==> src/rtl/sr_cmd_pkg.sv <==
// Shared types for the SR command conditioner: FSM states and the
// command selected when a pulse is launched.
package sr_cmd_pkg;

  typedef enum logic [1:0] {
    IDLE  = 2'd0,
    PULSE = 2'd1,
    GAP   = 2'd2
  } sr_state_t;

  typedef enum logic {
    CMD_SET   = 1'b0,
    CMD_RESET = 1'b1
  } sr_cmd_t;

endpackage

==> src/rtl/sr_debounce.sv <==
// One button channel: two-flop synchroniser, stability counter and
// rising-edge detector on the debounced level.
module sr_debounce #(
  parameter int DEBOUNCE_CYCLES = 4
) (
  input  logic clk,
  input  logic reset,
  input  logic raw,
  output logic deb,
  output logic rise
);

  localparam int CW = $clog2(DEBOUNCE_CYCLES + 1);
  localparam logic [CW-1:0] CNT_LAST = CW'(DEBOUNCE_CYCLES - 1);

  logic          s1;
  logic          s2;
  logic [CW-1:0] cnt;
  logic          flip;

  // rise is combinational so pending can be set on the edge deb goes high
  assign flip = (s2 != deb) && (cnt == CNT_LAST);
  assign rise = flip && s2;

  always_ff @(posedge clk) begin
    if (reset) begin
      s1  <= 1'b0;
      s2  <= 1'b0;
      deb <= 1'b0;
      cnt <= '0;
    end else begin
      s1 <= raw;
      s2 <= s1;
      if (s2 != deb) begin
        if (flip) begin
          deb <= s2;
          cnt <= '0;
        end else begin
          cnt <= cnt + 1'b1;
        end
      end else begin
        cnt <= '0;
      end
    end
  end

endmodule

==> src/rtl/sr_cmd_conditioner.sv <==
// Turns two raw buttons into clean, mutually exclusive set/reset pulses
// for the SR flip-flop, with one pending slot per channel and arbitration.
module sr_cmd_conditioner
  import sr_cmd_pkg::*;
#(
  parameter int DEBOUNCE_CYCLES = 4,
  parameter int PULSE_CYCLES    = 1,
  parameter int GAP_CYCLES      = 2,
  parameter int RESET_PRIORITY  = 1
) (
  input  logic clk,
  input  logic reset,
  input  logic set_req,
  input  logic reset_req,
  output logic sr_set,
  output logic sr_reset,
  output logic conflict,
  output logic busy
);

  localparam int TMAX = (PULSE_CYCLES > GAP_CYCLES) ? PULSE_CYCLES : GAP_CYCLES;
  localparam int TW   = $clog2(TMAX + 1);
  localparam logic [TW-1:0] PULSE_LAST = TW'(PULSE_CYCLES - 1);
  localparam logic [TW-1:0] GAP_LAST   = TW'((GAP_CYCLES > 0) ? GAP_CYCLES - 1 : 0);

  sr_state_t     state;
  sr_state_t     state_n;
  logic [TW-1:0] tcnt;
  logic [TW-1:0] tcnt_n;
  sr_cmd_t       sel;
  logic          set_nxt;
  logic          reset_nxt;
  logic          conflict_nxt;
  logic          clr_set;
  logic          clr_reset;
  logic          pending_set;
  logic          pending_reset;
  logic          rise_set;
  logic          rise_reset;
  logic          set_deb_unused;
  logic          reset_deb_unused;

  sr_debounce #(.DEBOUNCE_CYCLES(DEBOUNCE_CYCLES)) u_deb_set (
    .clk   (clk),
    .reset (reset),
    .raw   (set_req),
    .deb   (set_deb_unused),
    .rise  (rise_set)
  );

  sr_debounce #(.DEBOUNCE_CYCLES(DEBOUNCE_CYCLES)) u_deb_reset (
    .clk   (clk),
    .reset (reset),
    .raw   (reset_req),
    .deb   (reset_deb_unused),
    .rise  (rise_reset)
  );

  always_comb begin
    state_n      = state;
    tcnt_n       = tcnt;
    set_nxt      = sr_set;
    reset_nxt    = sr_reset;
    conflict_nxt = 1'b0;
    clr_set      = 1'b0;
    clr_reset    = 1'b0;
    sel          = CMD_SET;
    case (state)
      IDLE: begin
        set_nxt   = 1'b0;
        reset_nxt = 1'b0;
        if (pending_set || pending_reset) begin
          if (pending_set && pending_reset) begin
            sel          = (RESET_PRIORITY != 0) ? CMD_RESET : CMD_SET;
            conflict_nxt = 1'b1;
            clr_set      = 1'b1;
            clr_reset    = 1'b1;
          end else if (pending_reset) begin
            sel       = CMD_RESET;
            clr_reset = 1'b1;
          end else begin
            sel     = CMD_SET;
            clr_set = 1'b1;
          end
          set_nxt   = (sel == CMD_SET);
          reset_nxt = (sel == CMD_RESET);
          state_n   = PULSE;
          tcnt_n    = '0;
        end
      end
      PULSE: begin
        if (tcnt == PULSE_LAST) begin
          set_nxt   = 1'b0;
          reset_nxt = 1'b0;
          tcnt_n    = '0;
          state_n   = (GAP_CYCLES == 0) ? IDLE : GAP;
        end else begin
          tcnt_n = tcnt + 1'b1;
        end
      end
      GAP: begin
        set_nxt   = 1'b0;
        reset_nxt = 1'b0;
        if (tcnt == GAP_LAST) begin
          tcnt_n  = '0;
          state_n = IDLE;
        end else begin
          tcnt_n = tcnt + 1'b1;
        end
      end
      default: begin
        set_nxt   = 1'b0;
        reset_nxt = 1'b0;
        tcnt_n    = '0;
        state_n   = IDLE;
      end
    endcase
  end

  // A rise landing on the same edge as its clear is kept: set wins.
  always_ff @(posedge clk) begin
    if (reset) begin
      state         <= IDLE;
      tcnt          <= '0;
      sr_set        <= 1'b0;
      sr_reset      <= 1'b0;
      conflict      <= 1'b0;
      busy          <= 1'b0;
      pending_set   <= 1'b0;
      pending_reset <= 1'b0;
    end else begin
      state         <= state_n;
      tcnt          <= tcnt_n;
      sr_set        <= set_nxt;
      sr_reset      <= reset_nxt;
      conflict      <= conflict_nxt;
      busy          <= (state_n != IDLE);
      pending_set   <= (pending_set & ~clr_set) | rise_set;
      pending_reset <= (pending_reset & ~clr_reset) | rise_reset;
    end
  end

endmodule
==> config.mk <==
export PLATFORM = sky130hd
export DESIGN_NAME = sr_cmd_conditioner
export DESIGN_NICKNAME = d
export VERILOG_FILES = /design/src/rtl/sr_cmd_pkg.sv /design/src/rtl/sr_debounce.sv /design/src/rtl/sr_cmd_conditioner.sv
export SDC_FILE = /design/constraint.sdc
export NUM_CORES = 1
export LEC_CHECK = 0
export CORE_MARGIN = 1
export CORE_UTILIZATION = 45
export CTS_BUF_LIST = sky130_fd_sc_hd__clkbuf_8
export DETAILED_ROUTE_END_ITERATION = 8
export SETUP_SLACK_MARGIN = 0.15
export SYNTH_ARGS = -nofsm -noshare
export SYNTH_HDL_FRONTEND = slang
export SYNTH_SLANG_ARGS = --single-unit
==> constraint.sdc <==
create_clock -name clk -period 3.44 [get_ports clk]
set_clock_uncertainty 0.15 [all_clocks]
set_input_delay 0.688 -clock clk [delete_from_list [all_inputs] [get_ports clk]]
set_output_delay 0.688 -clock clk [all_outputs]
set_load 0.01 [all_outputs]
* Yosys cells after proc, flatten, opt, wreduce, memory -nomap -nowiden
Cells that the tools add are included.
Word-level totals: register bits 22, bits of input ports 4
Cells by class: reduce and logical (&&, ||, !) cells 14, $add $sub $neg 3, eq/ne operators 9, bitwise gates (word level) 11, mux-type cells 24
Operator list (count):
- $mux 1 | 14
- $mux 2 | 6
- $pmux 2 s3 | 2
- $reduce_or 3->1 | 3
- $not 1->1 | 7
- $add 3x1->3 const B | 2
- $eq 3x2->1 const B | 2
- $logic_and 1x1->1 | 5
- $eq 2x1->1 const B | 2
- $logic_not 2->1 | 2
- $ne 2x2->1 const B | 2
- $pmux 1 s2 | 2
- $reduce_and 2->1 | 2
- $add 2x1->2 const B | 1
- $and 1x1->1 | 2
- $eq 2x2->1 const B | 1
- $ne 1x1->1 | 2
- $or 1x1->1 | 2
- $reduce_bool 2->1 | 1
- $logic_or 1x1->1 | 1

* Longest topological paths before layout
Gate-level depths: netlist of the first run.
depth after elaboration 7, mapped depth 5

* By module
Synthesis of the first run repeated with hierarchy kept, for this count alone.
Unflattened totals: cells, all modules 96, area total of the unflattened synthesis 970.9 um2
Modules (own cells, without submodules):
- sr_cmd_conditioner | cells each 58, times used 1, area an instance 538.0 um2
- sr_debounce | cells each 19, times used 2, area an instance 216.5 um2

* Worst setup path before layout of the first run
Ideal clock, no wire load.
kind in2reg, start point in reset, end point reg busy, library setup time 0.075 ns, required time 3.215 ns, path buffers 1, stages 3, slack 1.874 ns, data arrival time 1.341 ns, cell sequence clkbuf_1 > or3_1 > o22ai_1
RTL lines:
- start, declared | line sr_cmd_conditioner.sv:12 | input logic reset,
- end signal, assigned | line sr_cmd_conditioner.sv:137 | busy <= (state_n != IDLE);
- end, declared | line sr_cmd_conditioner.sv:18 | output logic busy

==> metrics.md, run 1 <==
| Metric | Value |
|---|---|
| Status | `complete, no violations` |
| Fin nets | `125` |
| Endpoints failing setup | `0` |
| Mapped Area | `970 um^2` |
| RSZ-0062 raised after global routing | `no` |
| Ys Warns | `0` |
| Area grow syn2layout | `17.2%` |
| Fmax | `0.499 GHz` |
| Die X-Extent | `48.4 um` |
| CTS Sinks | `22` |
| Root buffer cell | `clkbuf_8` |
| Routed WL per cell | `9.52 um` |
| First drt pass iteration count | `4` |
| Reg2Reg Depth | `5` |
| Setup CP Type | `in -> reg` |
| Number of buffers created by CTS | `3` |
| Cts repair resizes | `0` |
| Final hold violation count | `0` |
| Vias per cell | `4.75` |
| Netlist cell types | `24` |
| HP Class | `reg -> reg` |
| Clock-pin slew of the registers on the worst-case setup and hold paths | `0.08 ns` |
| Number of post-CTS setup repair buffers | `0` |
| Mapped Cells | `98` |
| CORE AREA | `0.00200 mm^2` |
| Diodes inserted | `0` |
| Combinational share of power | `2.0%` |
| DP Wirelength | `962 um` |
| Seq/Total Area, Yosys | `45.4%` |
| Total global-route track usage | `12.4%` |
| R2R Path Start | `state[1]` |
| Max_cap viols | `0` |
| Antenna-violating nets left | `0` |
| Total I/O pin count | `8` |
| CTS Buffer Depth | `2` |
| Initial drt markers | `9` |
| Post-cts hold buffer count | `0` |
| CTS tree | `yes` |
| Die height | `48.4 um` |
| Tmin final | `2.00 ns` |
| Total gr overflow | `0` |
| Detailed Route WL | `1280 um` |
| Sequential share of power | `51.7%` |
| CP Capture Type | `register` |
| Vias in the first global route | `541` |
| Max FO, Critical Path | `18` |
| Clock Latency Late Sink | `0.26 ns` |
| Syn Nets | `115` |
| Share of layout cells above drive strength 1 | `5.61%` |
| Reg2reg end | `tcnt[1]` |
| Via count | `636` |
| Setup TNS | `0 ns` |
| Critical Path RT | `3.48 ns` |
| Crit path to | `busy` |
| Sw frac | `16.5%` |
| Leakage Power | `0.000426 uW` |
| Part of the power in the clock network | `46.3%` |
| Worst R2R Setup Slack | `1.73 ns` |
| Max VDD drop | `413 uV` |
| Worst-margin pin slew | `0.562 ns` |
| Initial antenna violation count | `0` |
| Number of port buffers | `7` |
| Largest net degree at the start of global routing | `19` |
| DRC Markers | `0` |
| Global-route wire length before repair | `2230 um` |
| Worst setup SP type | `input port` |
| Row count | `16` |
| Starting density of the core | `48.4%` |
| GPL Wtd Cong | `0.816` |
| Fill cell count | `177` |
| Count of state elements after synthesis | `22` |
| Final period utilization | `58.2%` |
| H-tree Lvls | `1` |
| Max_slew headroom | `62.4%` |
| Pwr per Cell Area | `441 mW/mm^2` |
| Die Area | `0.00234 mm^2` |
| Sw power | `82.4 uW` |
| Avg Cell Area, Syn | `9.89 um^2` |
| Crit path arrival time | `2.04 ns` |
| Cell Int Power | `418 uW` |
| Max-slew violation count | `0` |
| Crit path from | `reset` |
| Final hold slack | `0.271 ns` |
## state kept, by name, indices dropped and copies added (netlist names), 2 cells and up
name,flops
u_deb_reset.cnt,3
u_deb_set.cnt,3
state,2
tcnt,2
## cell type report
class | instances | area (um^2) | share of cell area [%]
clock buffer | 3 | 41.3 | 3.63
clock inverter | 1 | 30.0 | 2.64
inverter | 9 | 33.8 | 2.97
multi-input combinational | 65 | 487 | 42.8
sequential | 22 | 440 | 38.8
tap | 27 | 33.8 | 2.97
timing repair buffer | 7 | 70.1 | 6.17
## stage by stage
stage,instances,power [uW],setup WS (ns),util (%),cell area [um^2]
final,134,501,1.44,56.8,1140
after global routing,134,517,1.34,56.8,1140
after CTS,134,507,1.43,56.8,1140
after detailed placement,130,275,1.15,53.2,1060
after global placement,130,275,1.19,53.2,1060
after floorplan,98,271,1.87,-,970
## critical path: stages
cell             delay (ns)
clkdlybuf4s50_1        0.69
or3_1                  0.49
o22ai_1                0.17
## worst min path at each step
stage	start	endpoint	slack, ns	depth (start not counted)
floorplan	u_deb_reset.cnt[0]	u_deb_reset.cnt[0]	0.25	1
global placement	u_deb_set.cnt[0]	u_deb_set.cnt[0]	0.26	1
detailed placement	u_deb_set.cnt[0]	u_deb_set.cnt[0]	0.26	1
CTS	u_deb_set.cnt[0]	u_deb_set.cnt[0]	0.27	1
global route	u_deb_set.cnt[0]	u_deb_set.cnt[0]	0.29	1
finish	u_deb_set.cnt[0]	u_deb_set.cnt[0]	0.27	1
## layer usage
layer | up-vias | GRT usage [%] | part of all wire, %
met2 | 8 | 19.2 | 43
met5 | - | 0 | 0
met3 | 2 | 4.72 | 2.9
met1 | 282 | 15.8 | 53
met4 | 0 | 4.41 | 1.0
li1 | 344 | - | -
## power groups by stage
stage                     Combinational (uW)  Clock (uW)  Sequential [uW]
after floorplan                         6.43           0              264
after global placement                  9.96           0              265
after detailed placement                10.3           0              265
after CTS                               10.4         238              259
after global routing                    11.2         246              259
final                                   10.2         232              259
## cell families (layout without fill, tap and decap cells)
family / Yosys count / count (layout) / share of synthesized area, %
AND/OR/NAND/NOR: 36 / 36 / 21.9
buffers and inverters: 11 / 20 / 4.39
AO/OA/AOI/OAI: 12 / 12 / 7.61
flip-flops: 22 / 22 / 45.4
adder cells (fa/ha/maj): 13 / 13 / 16.8
multiplexers: 2 / 2 / 2.06
XOR/XNOR: 2 / 2 / 1.81
## cell usage in the layout (no fill, tap or decap)
cell type and count:
nand4b_1 1, nor3_1 2, o22ai_1 1, ha_1 13, o41ai_1 1, a21oi_1 6
nand3_1 1, o21ai_1 1, a22oi_1 2, nand3b_1 3, clkbuf_8 3, or3_1 4
dfxtp_1 22, a211o_1 1, and4b_2 1, xnor2_1 2, nor2_1 10, clkdlybuf4s50_1 7
mux2i_1 2, nor2b_1 7, bufinv_16 1, nor3b_4 1, inv_1 9, nand2_1 3
nand2b_1 3
## synthesized netlist by cell type
master	count	area, um^2
inv_1	9	33.8
nand3_1	1	5.00
xnor2_1	2	17.5
a22oi_1	2	15.0
nor3b_4	1	18.8
o22ai_1	1	6.26
nor2b_1	7	43.8
nand2b_1	3	18.8
clkbuf_1	1	3.75
and4b_2	1	11.3
o41ai_1	1	8.76
nor2_1	10	37.5
or3_1	4	25.0
dfxtp_1	22	440
nand4b_1	1	8.76
nor3_1	2	10.0
ha_1	13	163
buf_2	1	5.00
nand3b_1	3	22.5
o21ai_1	1	5.00
nand2_1	3	11.3
a21oi_1	6	30.0
a211o_1	1	8.76
mux2i_1	2	20.0
No activity file was read; power rests on OpenSTA's default activity.
==> inputs of run 2 (changes only) <==
--- a/config.mk
+++ b/config.mk
@@ -9,6 +9,7 @@
 export CORE_UTILIZATION = 45
 export CTS_BUF_LIST = sky130_fd_sc_hd__clkbuf_8
 export DETAILED_ROUTE_END_ITERATION = 8
+export PLACE_DENSITY = 0.67
 export SETUP_SLACK_MARGIN = 0.15
 export SYNTH_ARGS = -nofsm -noshare
 export SYNTH_HDL_FRONTEND = slang
==> constraint.sdc (replaced) <==
create_clock -name clk -period 1.7 [get_ports clk]
set_clock_uncertainty 0.15 [all_clocks]
set_input_delay 0.34 -clock clk [delete_from_list [all_inputs] [get_ports clk]]
set_output_delay 0.34 -clock clk [all_outputs]
set_load 0.01 [all_outputs]
==> run 2 against run 1 <==
Effect of this change:
- wire length up 16%
- combinational power grew 150%
- clock-buffer cell count is 1 higher
- clock power grew 59%
- final cell count increased by 2.2%
- via count increased by 5.5%
- first-iteration DRC count increased by 11%
- power rose by 83%
- sequential cell count stayed put
- setup slack lost 1.2 ns
- sequential share of layout area shrank 0.48 points
- non-clock buffer count is 3 higher
==> metrics.md, run 2 (synthesis gave the netlist of run 1 again) <==
| Metric | Value |
|---|---|
| Hold Path Origin | `u_deb_set.cnt[0]` |
| Most Crowded Layer GR | `met2` |
| Vias in the first global route | `670 (+24%)` |
| RSZ-0062 raised after global routing | `yes` |
| Tmin final | `1.51 ns` |
| Clock Latency Late Sink | `0.26 ns (about the same)` |
| Largest regs | `u_deb_reset.cnt: 3 flops, u_deb_set.cnt: 3 flops` |
| Worst R2R Setup Slack | `0.19 ns (-1.54 ns)` |
| First drt pass iteration count | `4 (unchanged)` |
| CTS Buffer Depth | `2 (unchanged)` |
| Root buffer cell | `clkbuf_8` |
| Die Area | `0.00234 mm^2 (unchanged)` |
| H-tree Lvls | `1 (unchanged)` |
| Critical Path RT | `1.75 ns (-1.73 ns)` |
| Setup CP Type | `reg -> reg` |
| Share of layout cells above drive strength 1 | `18.2% (+13 points)` |
| Endpoints failing setup | `0 (unchanged)` |
| Met1 usage | `15.8% (-0.062 points)` |
| CP dominant cell by count | `inv_1` |
| Number of port buffers | `7 (unchanged)` |
| CORE AREA | `0.00200 mm^2 (unchanged)` |
| Die X-Extent | `48.4 um (unchanged)` |
| Die height | `48.4 um (unchanged)` |
| Status | `complete, no violations` |
| Worst-margin pin slew | `0.327 ns (-0.235 ns)` |
| Hold EP | `u_deb_set.cnt[0]` |
| CP Capture Type | `register` |
| Number of post-CTS setup repair buffers | `0 (unchanged)` |
| HP Class | `reg -> reg` |
| Max FO, Critical Path | `5 (-13)` |
| Commonest non-fill, non-tap cell in the layout | `dfxtp_1` |
| Final period utilization | `88.7%` |
| Number of buffers created by CTS | `3 (unchanged)` |
| Starting density of the core | `48.4% (unchanged)` |
| Placed instance area | `0.00109 mm^2 (+2.1%)` |
| Crit path cell chain | `inv_1 > ha_2 > inv_1 > or3_1 > a21oi_2` |
| Clock-pin slew of the registers on the worst-case setup and hold paths | `0.08 ns (about the same)` |
| Reg2reg end | `tcnt[1]` |
| Diodes inserted | `0 (unchanged)` |
| DP Wirelength | `1090 um (+13%)` |
| Setup TNS | `0 ns (unchanged)` |
| GPL Wtd Cong | `0.705 (-14%)` |
| Routed WL per cell | `10.8 um (+13%)` |
| Row count | `16 (unchanged)` |
| Initial antenna violation count | `0 (unchanged)` |
| Area grow syn2layout | `20.6%` |
| Reg2Reg Depth | `5 (unchanged)` |
| DRC Markers | `0 (unchanged)` |
| Detailed Route WL | `1480 um (+16%)` |
| Hold path cells | `1 (unchanged)` |
| Initial drt markers | `10 (+1)` |
| Largest net degree at the start of global routing | `13 (-6)` |
| Leakage Power | `0.000457 uW (+7.2%)` |
| Global-route wire length before repair | `2620 um (+17%)` |
| Worst setup SP type | `register` |
| Fin nets | `128 (+2.4%)` |
| R2R Path Start | `state[1]` |
| Max_slew headroom | `78.0% (+16 points)` |
| CTS Sinks | `22 (unchanged)` |
| Max-slew violation count | `0 (unchanged)` |
| CTS tree | `yes` |
| Antenna-violating nets left | `0 (unchanged)` |
| Most used cells in the layout excluding fill and tap cells | `18 x dfxtp_1, 11 x ha_1, 10 x nor2_1` |
| Fill cell count | `187 (+5.6%)` |
| Total gr overflow | `0 (unchanged)` |
| Fin area | `0.00117 mm^2 (+3.0%)` |
| Total global-route track usage | `14.9% (+2.5 points)` |
| Vias per cell | `4.90 (+3.2%)` |
| Fmax | `0.664 GHz` |
| Max VDD drop | `596 uV (+44%)` |
| CP max stage delay | `0.38 ns (-0.31 ns)` |
| Grt met2 use | `25.8% (+6.6 points)` |
| Critical-path top delay cell | `or3_1` |
| Final hold violation count | `0 (unchanged)` |
| Via count | `671 (+5.5%)` |
| Total I/O pin count | `8 (unchanged)` |
| Grt met3 use | `4.72% (unchanged)` |
| Crit path arrival time | `1.55 ns (-0.49 ns)` |
| Pwr per Cell Area | `782 mW/mm^2 (+78%)` |
| Max_cap viols | `0 (unchanged)` |
run 2: worst max path at each step:
stage | from | endpoint | depth (start not counted)
6_report | state[1] | tcnt[1] | 5
5_1_grt | state[1] | tcnt[1] | 5
4_1_cts | state[0] | busy | 6
3_5_place_dp | reset | busy | 3
3_3_place_gp | reset | busy | 3
2_1_floorplan | state[0] | tcnt[1] | 5
run 2: final cells by class:
type / count / area, um^2 / share of cell area, %
multi-input cells: 65 / 512 / 43.7
well taps: 27 / 33.8 / 2.89
clock buffers: 4 / 55.1 / 4.71
flip-flops and latches: 22 / 448 / 38.3
inverters: 9 / 33.8 / 2.89
repair buffers: 10 / 87.6 / 7.49
run 2: through the flow:
step | worst slack (ns) | instances | utilization (%) | total power (uW) | hold WS [ns]
after global routing | 0.131 | 137 | 58.4 | 955 | 0.303
after CTS | 0.171 | 137 | 56.9 | 926 | 0.274
after global placement | 0.0624 | 133 | 54.3 | 559 | 0.257
after detailed placement | 0.0263 | 133 | 54.3 | 560 | 0.262
final | 0.193 | 137 | 58.4 | 915 | 0.268
after floorplan | 0.178 | 98 | - | 548 | 0.249
run 2: power breakdown:
part | internal, uW | leakage, uW | switching [uW]
Sequential | 519 | 0.000181 | 2.94
Clock | 206 | 0.0000288 | 162
Combinational | 14.8 | 0.000247 | 10.1
Total | 740 | 0.000457 | 175
run 2: routing by layer:
layer	vias up	wire, um
li1	352	-
met1	308	736
met2	7	670
met3	4	38
met4	0	34
met5	-	0
run 2: repair_timing:
item,4_1_cts,5_1_grt
endpoints found under the setup margin,6,6
hold buffers,0,0
hold endpoints to repair,0,0
cloned,0,0
resized for setup,6,10
pin swaps,0,1
run 2: critical path: cells and delay by family (launching register included):
kind / cells / cell delay (ns)
AO/OA/AOI/OAI: 1 / 0.13
adder cells (fa/ha/maj): 1 / 0.31
buffers and inverters: 2 / 0.11
flip-flops: 1 / 0.37
AND/OR/NAND/NOR: 1 / 0.38
==> inputs of run 3 (changes only) <==
--- a/config.mk
+++ b/config.mk
@@ -9,7 +9,6 @@
 export CORE_UTILIZATION = 45
 export CTS_BUF_LIST = sky130_fd_sc_hd__clkbuf_8
 export DETAILED_ROUTE_END_ITERATION = 8
-export PLACE_DENSITY = 0.67
 export SETUP_SLACK_MARGIN = 0.15
 export SYNTH_ARGS = -nofsm -noshare
 export SYNTH_HDL_FRONTEND = slang
==> constraint.sdc (replaced) <==
create_clock -name clk -period 1.94 [get_ports clk]
set_clock_uncertainty 0.15 [all_clocks]
set_input_delay 0.388 -clock clk [delete_from_list [all_inputs] [get_ports clk]]
set_output_delay 0.388 -clock clk [all_outputs]
set_load 0.01 [all_outputs]
==> run 3 against run 2 <==
Effect of this change:
- register-to-register slack better by 0.08 ns
- global-route usage is 0.80 points lower
- power is 12% lower
- critical path type unchanged
- critical endpoint unchanged
- largest cell class unchanged
- highest routed layer unchanged
==> metrics.md, run 3 (synthesis gave the netlist of run 1 again) <==
| Metric | Value |
|---|---|
| DP Wirelength | `1040 um (-4.5%)` |
| Fin nets | `126 (-1.6%)` |
| Row count | `16 (unchanged)` |
| Vias per cell | `4.77 (-2.6%)` |
| Number of buffers created by CTS | `3 (unchanged)` |
| Crit path arrival time | `1.71 ns (+0.16 ns)` |
| Post-cts hold buffer count | `0 (unchanged)` |
| Max FO, Critical Path | `8 (+3)` |
| Setup CP Type | `reg -> reg` |
| Largest net degree at the start of global routing | `13 (unchanged)` |
| Global-route wire length before repair | `2550 um (-2.4%)` |
| RSZ-0062 raised after global routing | `no` |
| Vias in the first global route | `620 (-7.5%)` |
| Max VDD drop | `434 uV (-27%)` |
| Die Area | `0.00234 mm^2 (unchanged)` |
| CTS Buffer Depth | `2 (unchanged)` |
| CTS Sinks | `22 (unchanged)` |
| Initial antenna violation count | `0 (unchanged)` |
| Starting density of the core | `48.4% (unchanged)` |
| Largest regs | `u_deb_reset.cnt: 3 flops, u_deb_set.cnt: 3 flops` |
| Tmin final | `1.67 ns (+0.159 ns)` |
| Total gr overflow | `0 (unchanged)` |
| Die height | `48.4 um (unchanged)` |
| Setup TNS | `0 ns (unchanged)` |
| Worst-margin pin slew | `0.302 ns (-0.0252 ns)` |
| Utilization after layout | `56.4% (-2.1 points)` |
| HP Class | `reg -> reg` |
| Leakage Power | `0.000424 uW (-7.0%)` |
| Worst setup SP type | `register` |
| Max_slew headroom | `79.8% (+1.8 points)` |
| Total global-route track usage | `14.1% (-0.80 points)` |
| Multi-input gate area | `487 um^2 (-4.9%)` |
| Die X-Extent | `48.4 um (unchanged)` |
| Share of layout cells above drive strength 1 | `7.41% (-11 points)` |
| GPL Wtd Cong | `0.785 (+11%)` |
| Initial drt markers | `2 (-8)` |
| Total I/O pin count | `8 (unchanged)` |
| Most used cells in the layout excluding fill and tap cells | `21 x dfxtp_1, 13 x ha_1, 10 x nor2_1` |
| First drt pass iteration count | `2 (-2)` |
| Clock Latency Late Sink | `0.26 ns (about the same)` |
| Commonest non-fill, non-tap cell in the layout | `dfxtp_1` |
| Max_cap viols | `0 (unchanged)` |
| Detailed Route WL | `1400 um (-5.4%)` |
| Antenna-violating nets left | `0 (unchanged)` |
| Reg area | `442 um^2 (-1.4%)` |
| CP Capture Type | `register` |
| Root buffer cell | `clkbuf_8` |
| Area grow syn2layout | `16.4%` |
| Reg2Reg Depth | `5 (unchanged)` |
| H-tree Lvls | `1 (unchanged)` |
| Number of port buffers | `7 (unchanged)` |
| Final period utilization | `85.9% (-2.8 points)` |
| Status | `complete, no violations` |
| DRC Markers | `0 (unchanged)` |
| Via count | `644 (-4.0%)` |
| Fmax | `0.600 GHz (-9.5%)` |
| Pwr Total | `806 uW (-12%)` |
| Routed WL per cell | `10.4 um (-4.0%)` |
| Diodes inserted | `0 (unchanged)` |
| Clock-pin slew of the registers on the worst-case setup and hold paths | `0.08 ns (about the same)` |
| Fill cell count | `191 (+2.1%)` |
| Max-slew violation count | `0 (unchanged)` |
| Endpoints failing setup | `0 (unchanged)` |
| Final hold violation count | `0 (unchanged)` |
| Critical Path RT | `1.99 ns (+0.24 ns)` |
| Hold path cells | `1 (unchanged)` |
| Pwr per Cell Area | `714 mW/mm^2 (-8.8%)` |
| CORE AREA | `0.00200 mm^2 (unchanged)` |
| CTS tree | `yes` |
## run 3: final timing paths
kind,from,end,slack [ns]
max,state[0],tcnt[1],0.27
min,u_deb_set.cnt[0],u_deb_set.cnt[0],0.27
max reg2reg,state[0],tcnt[1],0.27
min reg2reg,u_deb_set.cnt[0],u_deb_set.cnt[0],0.27
## run 3: worst max-delay path, cell delays in order (launching register included)
cell     delay [ns]
dfxtp_1        0.37
inv_1          0.11
ha_1           0.29
nor3b_4        0.20
or3_1          0.35
a21oi_1        0.14
## run 3: layout make-up
class	count	share of cell area [%]
sequential	22	39.1
timing repair buffer	8	6.87
inverter	9	2.99
tap	27	2.99
multi-input combinational	65	43.1
clock buffer	4	4.88
## run 3: timing repair
action,in CTS,in global routing
setup endpoints to repair,0,1
setup buffers,0,0
resized for setup,0,1
## run 3: through the flow
step	cells	worst slack [ns]	hold WS, ns	instance area (um^2)
2_1_floorplan	98	0.418	0.249	970
3_3_place_gp	131	0.191	0.258	1070
3_5_place_dp	131	0.135	0.267	1070
4_1_cts	135	0.254	0.278	1130
5_1_grt	135	0.162	0.307	1130
6_report	135	0.274	0.274	1130
## run 3: per-layer routing
| metal | global-route usage, % | routed length, um |
|---|---|---|
| met5 | 0 | 0 |
| met2 | 21.1 | 546 |
| met4 | 11.8 | 50 |
| met1 | 17.9 | 773 |
| met3 | 1.89 | 28 |
## run 3: where the power goes
part	internal, uW	total, uW	switching, uW
combinational	11.3	19.6	8.27
clock	181	327	147
sequential	456	459	2.41
